`src/rtl/dbg_pkg.sv`:
```
// Shared types and constants for the debug run/step controller.
package dbg_pkg;

    typedef enum logic [1:0] {
        RUN     = 2'd0,
        HALT    = 2'd1,
        STEP    = 2'd2,
        CAPTURE = 2'd3
    } dbg_state_t;

    // 10 ms at 50 MHz
    localparam int DBG_DEBOUNCE_DEFAULT = 500000;

endpackage

```
`src/rtl/debouncer.sv`:
```
// Two-flop synchronizer followed by a consecutive-sample debounce counter.
module debouncer
    import dbg_pkg::*;
#(
    parameter int DEBOUNCE_CYCLES = DBG_DEBOUNCE_DEFAULT
) (
    input  logic clk,
    input  logic rst,
    input  logic raw,
    output logic level
);

    localparam int CW = $clog2(DEBOUNCE_CYCLES + 1);
    localparam logic [CW-1:0] LAST = CW'(DEBOUNCE_CYCLES - 1);

    logic          sync1;
    logic          sync2;
    logic [CW-1:0] cnt;

    always_ff @(posedge clk) begin
        if (rst) begin
            sync1 <= 1'b0;
            sync2 <= 1'b0;
            cnt   <= '0;
            level <= 1'b0;
        end else begin
            sync1 <= raw;
            sync2 <= sync1;
            // any sample that agrees with the current level restarts the count
            if (sync2 == level) begin
                cnt <= '0;
            end else if (cnt == LAST) begin
                level <= ~level;
                cnt   <= '0;
            end else begin
                cnt <= cnt + CW'(1);
            end
        end
    end

endmodule

```
`src/rtl/dbg_step_ctrl.sv`:
```
// Debug run/halt/single-step controller: gates the pipeline clock enable and
// holds a stable PC and step count for the seven-segment display stage.
module dbg_step_ctrl
    import dbg_pkg::*;
#(
    parameter int DEBOUNCE_CYCLES = DBG_DEBOUNCE_DEFAULT,
    parameter int PC_W            = 32,
    parameter int CNT_W           = 16
) (
    input  logic             clk,
    input  logic             rst,
    input  logic             mode_sw,
    input  logic             step_btn,
    input  logic [PC_W-1:0]  pc_in,
    output logic             cpu_en,
    output logic             debug,
    output logic [PC_W-1:0]  pc_hold,
    output logic [CNT_W-1:0] step_count
);

    dbg_state_t       state, next_state;
    logic             mode_lvl, step_lvl, step_prev, step_rise;
    logic             cpu_en_nxt, debug_nxt;
    logic [PC_W-1:0]  pc_hold_nxt;
    logic [CNT_W-1:0] step_count_nxt;

    debouncer #(.DEBOUNCE_CYCLES(DEBOUNCE_CYCLES)) u_mode_db (
        .clk   (clk),
        .rst   (rst),
        .raw   (mode_sw),
        .level (mode_lvl)
    );

    debouncer #(.DEBOUNCE_CYCLES(DEBOUNCE_CYCLES)) u_step_db (
        .clk   (clk),
        .rst   (rst),
        .raw   (step_btn),
        .level (step_lvl)
    );

    assign step_rise = step_lvl & ~step_prev;

    always_ff @(posedge clk) begin
        if (rst) begin
            state      <= RUN;
            step_prev  <= 1'b0;
            cpu_en     <= 1'b1;
            debug      <= 1'b0;
            pc_hold    <= '0;
            step_count <= '0;
        end else begin
            state      <= next_state;
            step_prev  <= step_lvl;
            cpu_en     <= cpu_en_nxt;
            debug      <= debug_nxt;
            pc_hold    <= pc_hold_nxt;
            step_count <= step_count_nxt;
        end
    end

    always_comb begin
        next_state = state;
        case (state)
            RUN:     if (mode_lvl) next_state = HALT;
            // leaving debug mode beats a simultaneous step press
            HALT:    if (!mode_lvl) next_state = RUN;
                     else if (step_rise) next_state = STEP;
            STEP:    next_state = CAPTURE;
            CAPTURE: next_state = mode_lvl ? HALT : RUN;
            default: next_state = RUN;
        endcase
    end

    // Outputs are decoded from next_state so they line up with the state register.
    always_comb begin
        cpu_en_nxt     = (next_state == RUN) || (next_state == STEP);
        debug_nxt      = (next_state != RUN);
        pc_hold_nxt    = pc_hold;
        step_count_nxt = step_count;
        if (state == RUN || state == CAPTURE) pc_hold_nxt = pc_in;
        if (state == CAPTURE) step_count_nxt = step_count + CNT_W'(1);
    end

endmodule

```
`config.mk`:
```
export PLATFORM = sky130hd
export DESIGN_NAME = dbg_step_ctrl
export DESIGN_NICKNAME = d
export VERILOG_FILES = /design/src/rtl/dbg_pkg.sv /design/src/rtl/debouncer.sv /design/src/rtl/dbg_step_ctrl.sv
export SDC_FILE = /design/constraint.sdc
export NUM_CORES = 1
export LEC_CHECK = 0
export ABC_CLOCK_PERIOD_IN_PS = 2900
export CAP_MARGIN = 0
export CORE_ASPECT_RATIO = 1.4
export CORE_MARGIN = 4
export CORE_UTILIZATION = 57
export CTS_BUF_LIST = sky130_fd_sc_hd__clkbuf_8
export CTS_CLUSTER_SIZE = 10
export DETAILED_ROUTE_END_ITERATION = 8
export PLACE_DENSITY = 0.9
export SKIP_LAST_GASP = 1
export SLEW_MARGIN = 5
export SYNTH_ARGS = -nofsm -noshare
export SYNTH_HDL_FRONTEND = slang
export SYNTH_HIERARCHICAL = 1
export SYNTH_SLANG_ARGS = --single-unit
export TNS_END_PERCENT = 100
```
`constraint.sdc`:
```
create_clock -name clk -period 2.9 [get_ports clk]
set_input_delay 0.725 -clock clk [delete_from_list [all_inputs] [get_ports clk]]
set_output_delay 0.725 -clock clk [all_outputs]
set_load 0.03 [all_outputs]
```
==> results of run 1 <==
-- where the power goes --
part | leakage, uW | internal [uW] | switching, uW
combinational | 0.000823 | 259 | 310
sequential | 0.000791 | 1400 | 36.8
clock | 0.000106 | 435 | 438
-- sequential cells by signal, indices dropped and copies added, names as in the netlist --
name	count
cpu_en	1
debug	1
pc_hold	32
state	2
step_count	16
step_prev	1
u_mode_db/cnt	19
u_mode_db/level	1
u_mode_db/sync1	1
u_mode_db/sync2	1
u_step_db/cnt	19
u_step_db/level	1
u_step_db/sync1	1
u_step_db/sync2	1
-- Yosys cell counts --
library cell  instances
dfxtp_1              97
nor2_1               79
mux2i_1              33
xnor2_1              22
nand3_1              20
nand4_1              17
inv_1                15
nand2_1              15
a21oi_1              14
xor2_1               14
nor2b_1              11
nor3_1               10
o21ai_0               9
or3_1                 9
ha_1                  7
or4_1                 7
buf_2                 6
clkbuf_1              6
nor4_1                5
o31ai_1               5
and4_1                4
buf_6                 4
or2_2                 4
buf_1                 3
mux2_2                3
nand2b_1              3
nand4bb_1             2
o21ai_4               2
o41ai_1               2
or3b_1                2
or4_4                 2
a211o_1               1
a211oi_1              1
a31o_2                1
and2b_1               1
and3_1                1
nand4_2               1
-- cell type report --
type                    instances  area, sq um  share of cell area (%)
multi-input cells             307         1980                    38.4
flip-flops and latches         97         1940                    37.7
clock buffers                  11          151                    2.94
clock inverters                 4         43.8                   0.850
repair buffers                 87          861                    16.7
well taps                      95          119                    2.31
inverters                      15         56.3                    1.09
-- worst min path at each step --
stage	depth (start not counted)	startpoint	slack, ns	endpoint
global route	1	u_step_db/sync1	0.48	u_step_db/sync2
finish	1	u_step_db/sync1	0.45	u_step_db/sync2
global placement	1	u_step_db/sync1	0.42	u_step_db/sync2
floorplan	1	u_mode_db/sync1	0.41	u_mode_db/sync2
CTS	1	u_step_db/sync1	0.46	u_step_db/sync2
detailed placement	1	u_step_db/sync1	0.45	u_step_db/sync2
-- through the flow --
| stage | setup WS (ns) | area (sq um) |
|---|---|---|
| final | 0.619 | 5150 |
| after global routing | 0.552 | 5150 |
| after CTS | 0.594 | 5150 |
| after detailed placement | 0.841 | 4960 |
| after global placement | 0.898 | 4960 |
| after floorplan | 0.978 | 4090 |
-- metal layers --
metal	wire length, um	share of wire, %	GRT usage [%]	vias up
met4	203	2.2	9.09	0
met2	4770	52	39.4	120
met5	0	0	0	-
met1	3740	40	25.1	1641
li1	-	-	-	1660
met3	537	5.8	6.08	17
-- kinds of logic (layout without fill, tap and decap cells) --
family,count (synthesis),in the layout,share of synthesized area [%]
AOI/OAI and AO/OA,35,35,5.57
xor gates and xnor gates,36,36,7.71
adders and majority gates,7,7,2.14
buffers and inverters,34,117,4.04
DFF,97,97,47.5
muxes,36,36,8.91
and+or+nand+nor,193,193,24.1
==> impl_metrics.env, run 1 <==
export IMPL_syn_area_sq_um=4090
export IMPL_relSlewSlack_pct=56.3
export IMPL_start_util_pct=58.5
export IMPL_worstSetupStartpointType="flop"
export IMPL_clkTransAtPathRegs_ns=0.09
export IMPL_drc=0
export IMPL_grt_start_max_net_pins=38
export IMPL_cts_resized_gates=0
export IMPL_r2r_slack_ns=0.79
export IMPL_cts_num_sinks=97
export IMPL_die_w_um=79.6
export IMPL_hold_buffers=0
export IMPL_fillCellCount=485
export IMPL_drive_above_1_share_pct=5.76
export IMPL_critPathTopFamily="buffers and inverters"
export IMPL_finalCriticalPeriod_ns=2.28
export IMPL_finalCritPeriodShare_pct=78.6
export IMPL_most_common_layout_cells="dfxtp_1, clkdlybuf4s50_1, nor2_1, mux2i_1, xnor2_1"
export IMPL_placed_cells=601
export IMPL_synth_net_count=481
export IMPL_die_h_um=108
export IMPL_areaGrowthSynthToFinish_pct=26.1
export IMPL_htreeDepth=3
export IMPL_nets=560
export IMPL_netlist_top_cells_area="dfxtp_1, mux2i_1, nor2_1"
export IMPL_synth_avg_cell_area_sq_um=9.33
export IMPL_maxCapViolations=0
export IMPL_regToRegStartpoint="state[0]"
export IMPL_synth_top_area_share_pct=47.5
export IMPL_wl_per_cell_um=15.0
export IMPL_synthCells=438
export IMPL_p_leak_uw=0.00172
export IMPL_grt_pass1_wl_um=15300
export IMPL_hold_violations=0
export IMPL_endpoint_kind="output port"
export IMPL_rows=36
export IMPL_dp_hpwl_um=6490
export IMPL_status="completed"
export IMPL_yosys_warnings=6
export IMPL_hold_class="reg2reg"
export IMPL_grt_usage_pct=22.3
export IMPL_critical_path_max_stage_delay_ns=0.72
export IMPL_path_depth=1
export IMPL_crit_fanout=6
export IMPL_ys_seq_elements=97
export IMPL_rr_endpoint="step_count[13]"
export IMPL_grt_pass1_vias=3346
export IMPL_numCtsBuffers=9
export IMPL_final_common_cell="dfxtp_1"
export IMPL_avgViaCountPerCell=5.58
export IMPL_clockBufferDepth=2
export IMPL_p_total_uw=2880
export IMPL_crit_start="step_count[3]"
export IMPL_clk_latency_ns=0.36
export IMPL_final_cells=616
export IMPL_setup_viol=0
export IMPL_crit_slowest_cell="clkdlybuf4s50_1"
export IMPL_ys_types=37
export IMPL_seq_area_frac_synth_pct=47.5
export IMPL_numPortBuffers=85
export IMPL_arrival_ns=1.56
export IMPL_rsz0062_at_grt="false"
export IMPL_cp_cell_sequence="clkdlybuf4s50_1"
export IMPL_r2r_cells=5
export IMPL_critPathBufInv=1
export IMPL_place_congestion=0.832
export IMPL_setup_tns_ns=0
export IMPL_antenna_found_initial=0
export IMPL_die_area_sq_um=8610
export IMPL_ir_drop_uv=358
export IMPL_cts_tree="done"
export IMPL_drt_wl_total_um=9250
export IMPL_worst_pin_slew_ns=0.655
export IMPL_yosysTopAreaCell="dfxtp_1"
export IMPL_drt_first_pass_iters=5
export IMPL_crit_path_end="step_count[3]"
export IMPL_critPathKind="reg2out"
export IMPL_final_antenna_net_count=0
export IMPL_fin_skew_ns=0.00412
export IMPL_boundaryPins=86
export IMPL_whs_ns=0.451
export IMPL_num_antenna_cells=0
export IMPL_maxClockFrequency_mhz=438
export IMPL_fin_util_pct=73.8
export IMPL_grt_ovfl_total=0
export IMPL_drt_initial_drc_count=164
export IMPL_cts_root_buf="clkbuf_8"
export IMPL_p_per_area_nw_per_um2=559
export IMPL_critPathRequiredTime_ns=2.17
export IMPL_vias=3438
export IMPL_final_max_slew_viol_count=0
export IMPL_coreArea_sq_um=6980
export IMPL_cts_setup_buffers=0
Note: power is estimated with default switching activity, not from simulation.
==> run 2: changes to the inputs <==
--- a/config.mk
+++ b/config.mk
@@ -5,15 +5,15 @@
 export SDC_FILE = /design/constraint.sdc
 export NUM_CORES = 1
 export LEC_CHECK = 0
-export ABC_CLOCK_PERIOD_IN_PS = 2900
+export ABC_CLOCK_PERIOD_IN_PS = 2200
 export CAP_MARGIN = 0
 export CORE_ASPECT_RATIO = 1.4
 export CORE_MARGIN = 4
-export CORE_UTILIZATION = 57
+export CORE_UTILIZATION = 53
 export CTS_BUF_LIST = sky130_fd_sc_hd__clkbuf_8
 export CTS_CLUSTER_SIZE = 10
 export DETAILED_ROUTE_END_ITERATION = 8
-export PLACE_DENSITY = 0.9
+export PLACE_DENSITY = 0.85
 export SKIP_LAST_GASP = 1
 export SLEW_MARGIN = 5
 export SYNTH_ARGS = -nofsm -noshare
==> constraint.sdc (replaced) <==
create_clock -name clk -period 2.2 [get_ports clk]
set_input_delay 0.55 -clock clk [delete_from_list [all_inputs] [get_ports clk]]
set_output_delay 0.55 -clock clk [all_outputs]
set_load 0.03 [all_outputs]
==> impl_metrics.env, run 2 (synthesis results as in run 1) <==
export IMPL_status="completed"
export IMPL_setup_viol=0
export IMPL_worst_pin_slew_ns=0.538
export IMPL_drt_initial_drc_count=131
export IMPL_maxCapViolations=0
export IMPL_cts_resized_gates=0
export IMPL_nets=566
export IMPL_place_congestion=0.901
export IMPL_worstSetupStartpointType="flop"
export IMPL_rows=37
export IMPL_cts_tree="done"
export IMPL_relSlewSlack_pct=64.1
export IMPL_placed_cells=609
export IMPL_p_comb_share_pct=20.0
export IMPL_hold_buffers=0
export IMPL_clockBufferDepth=2
export IMPL_clkPwrFrac_pct=31.1
export IMPL_final_cells=625
export IMPL_num_antenna_cells=0
export IMPL_finalCritPeriodShare_pct=95.0
export IMPL_largest_reg_flops=32
export IMPL_cts_root_buf="clkbuf_8"
export IMPL_start_util_pct=54.8
export IMPL_switching_share_pct=28.0
export IMPL_fillCellCount=556
export IMPL_power_frac_seq_pct=49.0
export IMPL_dp_hpwl_um=6550
export IMPL_drt_first_pass_iters=4
export IMPL_numCtsBuffers=9
export IMPL_hold_violations=0
export IMPL_coreArea_sq_um=7450
export IMPL_most_common_layout_cells="dfxtp_1, clkdlybuf4s50_1, nor2_1, mux2i_1, xnor2_1"
export IMPL_switchingPower_uw=1080
export IMPL_layout_setup_ws_ns=0.111
export IMPL_finalCriticalPeriod_ns=2.09
export IMPL_die_w_um=82.2
export IMPL_internal_power_uw=2780
export IMPL_drt_wl_total_um=8920
export IMPL_maxClockFrequency_mhz=479
export IMPL_cts_num_sinks=97
export IMPL_fin_skew_ns=0.00909
export IMPL_fin_area_sq_um=5260
export IMPL_p_per_area_nw_per_um2=735
export IMPL_drc=0
export IMPL_critPathRequiredTime_ns=1.65
export IMPL_vias=3384
export IMPL_clkTransAtPathRegs_ns=0.09
export IMPL_post_place_ws_ns=0.302
export IMPL_cp_cell_sequence="clkdlybuf4s50_1"
export IMPL_critPathBufInv=1
export IMPL_arrival_ns=1.54
export IMPL_die_area_sq_um=9200
export IMPL_grt_pass1_vias=3267
export IMPL_fin_util_pct=70.5
export IMPL_critical_path_max_stage_delay_ns=0.72
export IMPL_grt_pass1_wl_um=14400
export IMPL_post_dp_cell_area_sq_um=5040
export IMPL_critPathKind="reg2out"
export IMPL_crit_fanout=6
export IMPL_final_common_cell="dfxtp_1"
export IMPL_grt_usage_pct=20.0
export IMPL_endpoint_kind="output port"
export IMPL_numPortBuffers=85
export IMPL_reg_largest_list="pc_hold: 32 flops, u_mode_db/cnt: 19 flops, u_step_db/cnt: 19 flops"
export IMPL_grt_start_max_net_pins=33
export IMPL_final_max_slew_viol_count=0
export IMPL_wl_per_cell_um=14.3
export IMPL_p_leak_uw=0.00176
export IMPL_drive_above_1_share_pct=7.20
export IMPL_htreeDepth=3
export IMPL_clk_latency_ns=0.37
export IMPL_avgViaCountPerCell=5.41
export IMPL_final_antenna_net_count=0
export IMPL_cts_setup_buffers=0
export IMPL_hold_class="reg2reg"
export IMPL_regMostFlops="pc_hold"
export IMPL_ir_drop_uv=408
export IMPL_crit_slowest_cell="clkdlybuf4s50_1"
export IMPL_die_h_um=112
export IMPL_areaGrowthSynthToFinish_pct=28.6
export IMPL_setup_tns_ns=0
export IMPL_rsz0062_at_grt="false"
export IMPL_critPathTopFamily="buffers and inverters"
export IMPL_boundaryPins=86
export IMPL_grt_ovfl_total=0
export IMPL_antenna_found_initial=0
==> run 2: cell count changes in the layout (fill, tap and decap cells not counted), sizes merged <==
cell / change
buf: +6
clkbuf: -1
inv: +2
clkinv: -2
clkinvlp: +2
==> run 2: area by class of cell <==
class / instances / area, sq um / share of cell area [%]
sequential: 97 / 1940 / 37.0
tap: 97 / 121 / 2.31
multi-input combinational: 307 / 1980 / 37.7
timing repair buffer: 93 / 943 / 18.0
clock inverter: 6 / 73.8 / 1.40
clock buffer: 10 / 138 / 2.62
inverter: 15 / 56.3 / 1.07
==> run 2: power by group through the flow <==
stage	combinational [uW]	clock, uW	sequential, uW
global route	818	1300	1910
finish	771	1200	1890
CTS	780	1230	1890
global placement	754	0	1930
detailed placement	777	0	1930
floorplan	314	0	2090
==> run 2: worst paths after layout <==
path	to	slack, ns	cells after the start	from
worst max-delay path	step_count[3]	0.11	1	step_count[3]
worst min-delay path	u_mode_db/sync2	0.44	1	u_mode_db/sync1
worst max register to register	u_mode_db/cnt[14]	0.28	5	u_mode_db/cnt[6]
worst min register to register	u_mode_db/sync2	0.44	1	u_mode_db/sync1
==> run 2: per-layer routing <==
metal  share of wire [%]  GRT usage, %  vias up
met1                  40          21.4     1594
met2                  53          35.9       88
met4                 2.7          10.4        0
met5                   0             0        -
li1                    -             -     1681
met3                 4.7          3.48       21
==> run 2: through the flow <==
| stage | total power [uW] | hold WS (ns) |
|---|---|---|
| 6_report | 3860 | 0.445 |
| 5_1_grt | 4020 | 0.463 |
| 4_1_cts | 3900 | 0.450 |
| 3_5_place_dp | 2710 | 0.427 |
| 3_3_place_gp | 2680 | 0.419 |
| 2_1_floorplan | 2400 | 0.414 |
